### src/rtl/res_station.sv
// Reservation station: holds renamed instructions until both source operands are
// available, captures operands from the common data bus, and issues the
// lowest-index ready entry to the execute stage.
//
// Ports:
//   clk, rst                 clock and synchronous active-high reset
//   wr_en, wr_addr           rename write strobe and target entry
//   wr_qj/wr_qk, wr_vj/wr_vk source producer tags (0 = present) and values
//   wr_a, wr_op              immediate/address field and opcode
//   cdb_valid/tag/data       result broadcast (tag 0 is never a producer)
//   issue_valid/ready        issue handshake; issue_valid is combinational
//   issue_op/vj/vk/a/idx     payload of the lowest-index ready entry
//   count, full              busy-entry count and full flag
//   wr_err                   one-cycle pulse after a write hits a busy entry
module res_station #(
  parameter int unsigned DEPTH = 8,
  parameter int unsigned TAG_W = 6,
  parameter int unsigned OP_W  = 16,
  parameter int unsigned IDX_W = $clog2(DEPTH)
) (
  input  logic             clk,
  input  logic             rst,
  input  logic             wr_en,
  input  logic [IDX_W-1:0] wr_addr,
  input  logic [TAG_W-1:0] wr_qj,
  input  logic [TAG_W-1:0] wr_qk,
  input  logic [31:0]      wr_vj,
  input  logic [31:0]      wr_vk,
  input  logic [31:0]      wr_a,
  input  logic [OP_W-1:0]  wr_op,
  input  logic             cdb_valid,
  input  logic [TAG_W-1:0] cdb_tag,
  input  logic [31:0]      cdb_data,
  output logic             issue_valid,
  input  logic             issue_ready,
  output logic [OP_W-1:0]  issue_op,
  output logic [31:0]      issue_vj,
  output logic [31:0]      issue_vk,
  output logic [31:0]      issue_a,
  output logic [IDX_W-1:0] issue_idx,
  output logic [IDX_W:0]   count,
  output logic             full,
  output logic             wr_err
);

  localparam int unsigned CNT_W = IDX_W + 1;

  logic [DEPTH-1:0] busy;
  logic [DEPTH-1:0] busy_nxt;
  logic [DEPTH-1:0] ready;
  logic [OP_W-1:0]  op_q [DEPTH];
  logic [TAG_W-1:0] qj_q [DEPTH];
  logic [TAG_W-1:0] qk_q [DEPTH];
  logic [31:0]      vj_q [DEPTH];
  logic [31:0]      vk_q [DEPTH];
  logic [31:0]      a_q  [DEPTH];

  logic             any_ready;
  logic [IDX_W-1:0] sel;
  logic             fire;
  logic             cdb_hit;
  logic             wr_acc;
  logic [TAG_W-1:0] qj_in;
  logic [TAG_W-1:0] qk_in;
  logic [31:0]      vj_in;
  logic [31:0]      vk_in;
  logic [CNT_W-1:0] count_nxt;

  // Ready only from registered state, so new or woken entries wait one cycle.
  always_comb begin
    ready = '0;
    for (int i = 0; i < DEPTH; i++) begin
      ready[i] = busy[i] && (qj_q[i] == '0) && (qk_q[i] == '0);
    end
  end

  // Lowest-index ready entry wins.
  always_comb begin
    any_ready = 1'b0;
    sel       = '0;
    for (int i = 0; i < DEPTH; i++) begin
      if (ready[i] && !any_ready) begin
        any_ready = 1'b1;
        sel       = IDX_W'(i);
      end
    end
  end

  assign issue_valid = any_ready;
  assign issue_idx   = sel;
  assign issue_op    = op_q[sel];
  assign issue_vj    = vj_q[sel];
  assign issue_vk    = vk_q[sel];
  assign issue_a     = a_q[sel];

  assign fire    = any_ready && issue_ready;
  assign cdb_hit = cdb_valid && (cdb_tag != '0);
  // An entry being issued this cycle is free for the incoming write.
  assign wr_acc  = wr_en && (!busy[wr_addr] || (fire && (sel == wr_addr)));

  // Same-cycle CDB bypass into the incoming write.
  always_comb begin
    qj_in = wr_qj;
    vj_in = wr_vj;
    qk_in = wr_qk;
    vk_in = wr_vk;
    if (cdb_hit && (wr_qj == cdb_tag)) begin
      qj_in = '0;
      vj_in = cdb_data;
    end
    if (cdb_hit && (wr_qk == cdb_tag)) begin
      qk_in = '0;
      vk_in = cdb_data;
    end
  end

  // Issue clears before write sets, so a same-entry write/issue ends busy.
  always_comb begin
    busy_nxt = busy;
    if (fire) busy_nxt[sel] = 1'b0;
    if (wr_acc) busy_nxt[wr_addr] = 1'b1;
  end

  assign count_nxt = count + CNT_W'(wr_acc) - CNT_W'(fire);

  // Control state.
  always_ff @(posedge clk) begin
    if (rst) begin
      busy   <= '0;
      count  <= '0;
      full   <= 1'b0;
      wr_err <= 1'b0;
    end else begin
      busy   <= busy_nxt;
      count  <= count_nxt;
      full   <= (count_nxt == CNT_W'(DEPTH));
      wr_err <= wr_en && !wr_acc;
    end
  end

  // Entry payload: no reset, only meaningful while busy.
  always_ff @(posedge clk) begin
    for (int i = 0; i < DEPTH; i++) begin
      if (wr_acc && (wr_addr == IDX_W'(i))) begin
        op_q[i] <= wr_op;
        a_q[i]  <= wr_a;
        qj_q[i] <= qj_in;
        vj_q[i] <= vj_in;
        qk_q[i] <= qk_in;
        vk_q[i] <= vk_in;
      end else begin
        if (cdb_hit && busy[i] && (qj_q[i] == cdb_tag)) begin
          qj_q[i] <= '0;
          vj_q[i] <= cdb_data;
        end
        if (cdb_hit && busy[i] && (qk_q[i] == cdb_tag)) begin
          qk_q[i] <= '0;
          vk_q[i] <= cdb_data;
        end
      end
    end
  end

endmodule

### config.mk
export PLATFORM = sky130hd
export DESIGN_NAME = res_station
export DESIGN_NICKNAME = d
export VERILOG_FILES = /design/src/rtl/res_station.sv
export SDC_FILE = /design/constraint.sdc
export NUM_CORES = 2
export LEC_CHECK = 0
export CAP_MARGIN = 25
export CELL_PAD_IN_SITES_DETAIL_PLACEMENT = 2
export CELL_PAD_IN_SITES_GLOBAL_PLACEMENT = 2
export CORE_UTILIZATION = 38
export DETAILED_ROUTE_END_ITERATION = 7
export PLACE_DENSITY_LB_ADDON = 0.1
export SLEW_MARGIN = 10
export SYNTH_ARGS = -nofsm -noshare
export SYNTH_HDL_FRONTEND = slang
export SYNTH_SLANG_ARGS = --single-unit
### constraint.sdc
create_clock -name clk -period 5.1 [get_ports clk]
set_input_delay 1.02 -clock clk [delete_from_list [all_inputs] [get_ports clk]]
set_output_delay 1.02 -clock clk [all_outputs]
set_load 0.01 [all_outputs]
==> qor.txt <==
kind of critical path = flip-flop to output port
Post-DP Area = 53140 um^2
Syn Area/Cell = 12.52 um^2
number of global-route vias before repair = 35.65k
total number of vias = 33.41k
Clock Tree Root = clkbuf_16
routability congestion estimate = 0.8159
share of post-route cells with drive strength above 1 = 25.85%
Synth Cell Area = 47260 um^2
CP bufs+invs = 5
sequential share of power = 51.1%
Final Net Count = 4323
final setup margin = 0.05752 ns
Clock Latency Late Sink = 0.72 ns
global-route wire length before repair = 248700 um
Setup Viol. Count Final = 0
required time of the critical path = 4.08 ns
area share of the largest cell type after synthesis = 62.27%
hold_sp = qj_q[1][2]
Power Density = 317.1 nW/um^2
Clock Path Buffers = 3
post-route antenna net violation count = 0
delay-heaviest family, CP = simple AND/OR/NAND/NOR gates
Slew @ Worst Pin = 1.051 ns
Slew Limit Fails = 0
clk slew on worst S/H paths = 0.06 ns
NetSw = 4.195 mW
num rows = 129
Fin Clk Skew = 0.02644 ns
Post-Syn Nets = 3949
CP cell instances = nor4b_2, nand4_1, buf_6, and2_2, a32o_4, buf_4, buf_12, buf_16, nand2_1, a21oi_1, or4_4, dlygate4sd2_1
critical path peak fanout = 40
Crit. Startpoint = qk_q[1][6]
synth unique cells = 55
number of buffers added on ports = 291
EDFF count, synth = 980
count of mapped cells out of synthesis = 3774
Final Hold Vio Count = 0
clock sink total = 1006
final instance area = 57940 um^2
CP peak stage delay = 0.55 ns
synth warn = 0
drc violations = 0
Critical Path End Type = output port
vias per inst = 5.676
core box area = 123500 um^2
Tmin final = 5.042 ns
status = complete, no violations
grt ovf = 0
flops & latches, synth = 1006
predominant post-synthesis flop cell = edfxtp_1
Die W = 354.7 um
Gate power share = 6.4%
gr usage total = 27.08%
WL final = 176200 um
area leader, netlist = edfxtp_1
clock power share = 42.5%
Slew headroom = 29.38%
CTS tree = built
P&R area growth vs syn = 22.61%
die area = 125800 um^2
Async SR Flop Fraction = 0%
Sw Ratio = 22.83%
Die H = 354.7 um
drt first pass iters = 5
top post-synthesis cells by count = edfxtp_1 (980), nand2_1 (943), mux2_2 (577)
post-synthesis sequential area ratio = 63.37%
placed insts = 5600
FF+latch area = 29950 um^2
Filler Cells Inserted = 12.06k
post-place setup slack = 0.3092 ns
final worst path period share = 98.87%
Multi-input gate area = 16370 um^2
Worst path slowest cell = or4_4
Initial DRC Count = 2383
Non-Filler Instances = 5886
I/O pin count = 292
WP data arrival = 4.02 ns
Hold Path Class = flip-flop to flip-flop
pin count of the biggest net entering global routing = 94
critical path startpoint category = flip-flop
total power = 18.37 mW
Max-Cap Viols = 0
synth top area cells = edfxtp_1 (62%), mux2_2 (14%), nand2_1 (7.5%)
post-DP HPWL = 100500 um
initial antenna violation count = 10
Pint = 14.18 mW
initial core utilization = 38.28%
static leakage = 20.60 nW
r2r startpoint = qk_q[1][6]
H-tree depth = 3
Fmax = 0.1983 GHz
Peak VDD IR = 0.2944 mV
count leader, synth = edfxtp_1
Routed WL per cell = 29.94 um
TritonCTS Buffers = 114
worst min-delay path, stage by stage (launching register included):
cell     delay, ns
dfxtp_1       0.33
nand3_1       0.07
o21ai_1       0.05
cell families after synthesis:
kind of cell | after synthesis | share of synthesized area, %
buffers and inverters | 288 | 3.023
AND/OR/NAND/NOR | 1276 | 11.90
multiplexers | 579 | 13.84
AO/OA/AOI/OAI | 508 | 5.636
XOR/XNOR | 112 | 2.076
adder cells (fa/ha/maj) | 5 | 0.1483
flip-flops | 1006 | 63.37
timing repair:
item / CTS / global route
cloned: 10 / 11
resized for setup: 132 / 120
setup endpoints to repair: 112 / 109
setup buffers: 24 / 24
hold buffers: 0 / 0
pin swaps: 10 / 8
cells in the final DEF, fill, tap and decap left out, types with 21 or more instances in the layout:
master / n
edfxtp_1: 980
nand2_1: 934
clkdlybuf4s50_1: 179
dlygate4sd2_1: 46
a21oi_1: 448
clkinv_2: 27
dlymetal6s2s_1: 33
or4_4: 31
mux2_2: 577
nand4_1: 27
buf_4: 136
clkbuf_1: 37
xor2_1: 42
dfxtp_1: 26
nor2_1: 102
xnor2_1: 70
buf_12: 54
clkbuf_16: 125
clkinv_1: 21
or4_1: 82
power groups by stage:
stage / registers [mW] / logic [mW] / clock network, mW
floorplan: 9.54 / 0.584 / 0
global placement: 9.54 / 1.15 / 0
detailed placement: 9.55 / 1.18 / 0
CTS: 9.38 / 1.19 / 7.94
global route: 9.40 / 1.27 / 8.23
finish: 9.38 / 1.18 / 7.81
sequential cells by signal, indices dropped and copies added (netlist names):
signal and flops:
qk_q 48, wr_err 1, op_q 128, a_q 256, vj_q 256, count 4
vk_q 256, qj_q 48, busy 8, full 1
routing by layer:
metal	vias up	wire length, um	track usage [%]
li1	14546	-	-
met2	821	89070	47.17
met3	261	7603	3.620
met5	-	48	0
met4	10	5198	8.793
met1	17769	74300	34.71
stage by stage:
stage | utilization, % | setup TNS, ns | hold WS, ns
2_1_floorplan | - | 0 | 0.4661
3_3_place_gp | 43.04 | 0 | 0.4824
3_5_place_dp | 43.04 | 0 | 0.4870
4_1_cts | 46.34 | -0.07139 | 0.4966
5_1_grt | 46.92 | -0.2941 | 0.5153
6_report | 46.93 | 0 | 0.4967
worst paths after layout:
check,end,slack (ns),cells after the start
max reg2reg,full,0.80,18
min,qj_q[1][2],0.50,2
max,issue_vj[10],0.06,12
min reg2reg,qj_q[1][2],0.50,2
area by class of cell:
class,instances,area share [%]
Clock inverter,57,0.6975
Sequential cell,1006,51.69
Tap cell,1637,3.535
Timing Repair Buffer,525,10.42
Inverter,20,0.1296
Clock buffer,154,5.254
Multi-Input combinational cell,2481,28.25
Antenna cell,6,0.02591
No activity file was read; power rests on OpenSTA's default activity.
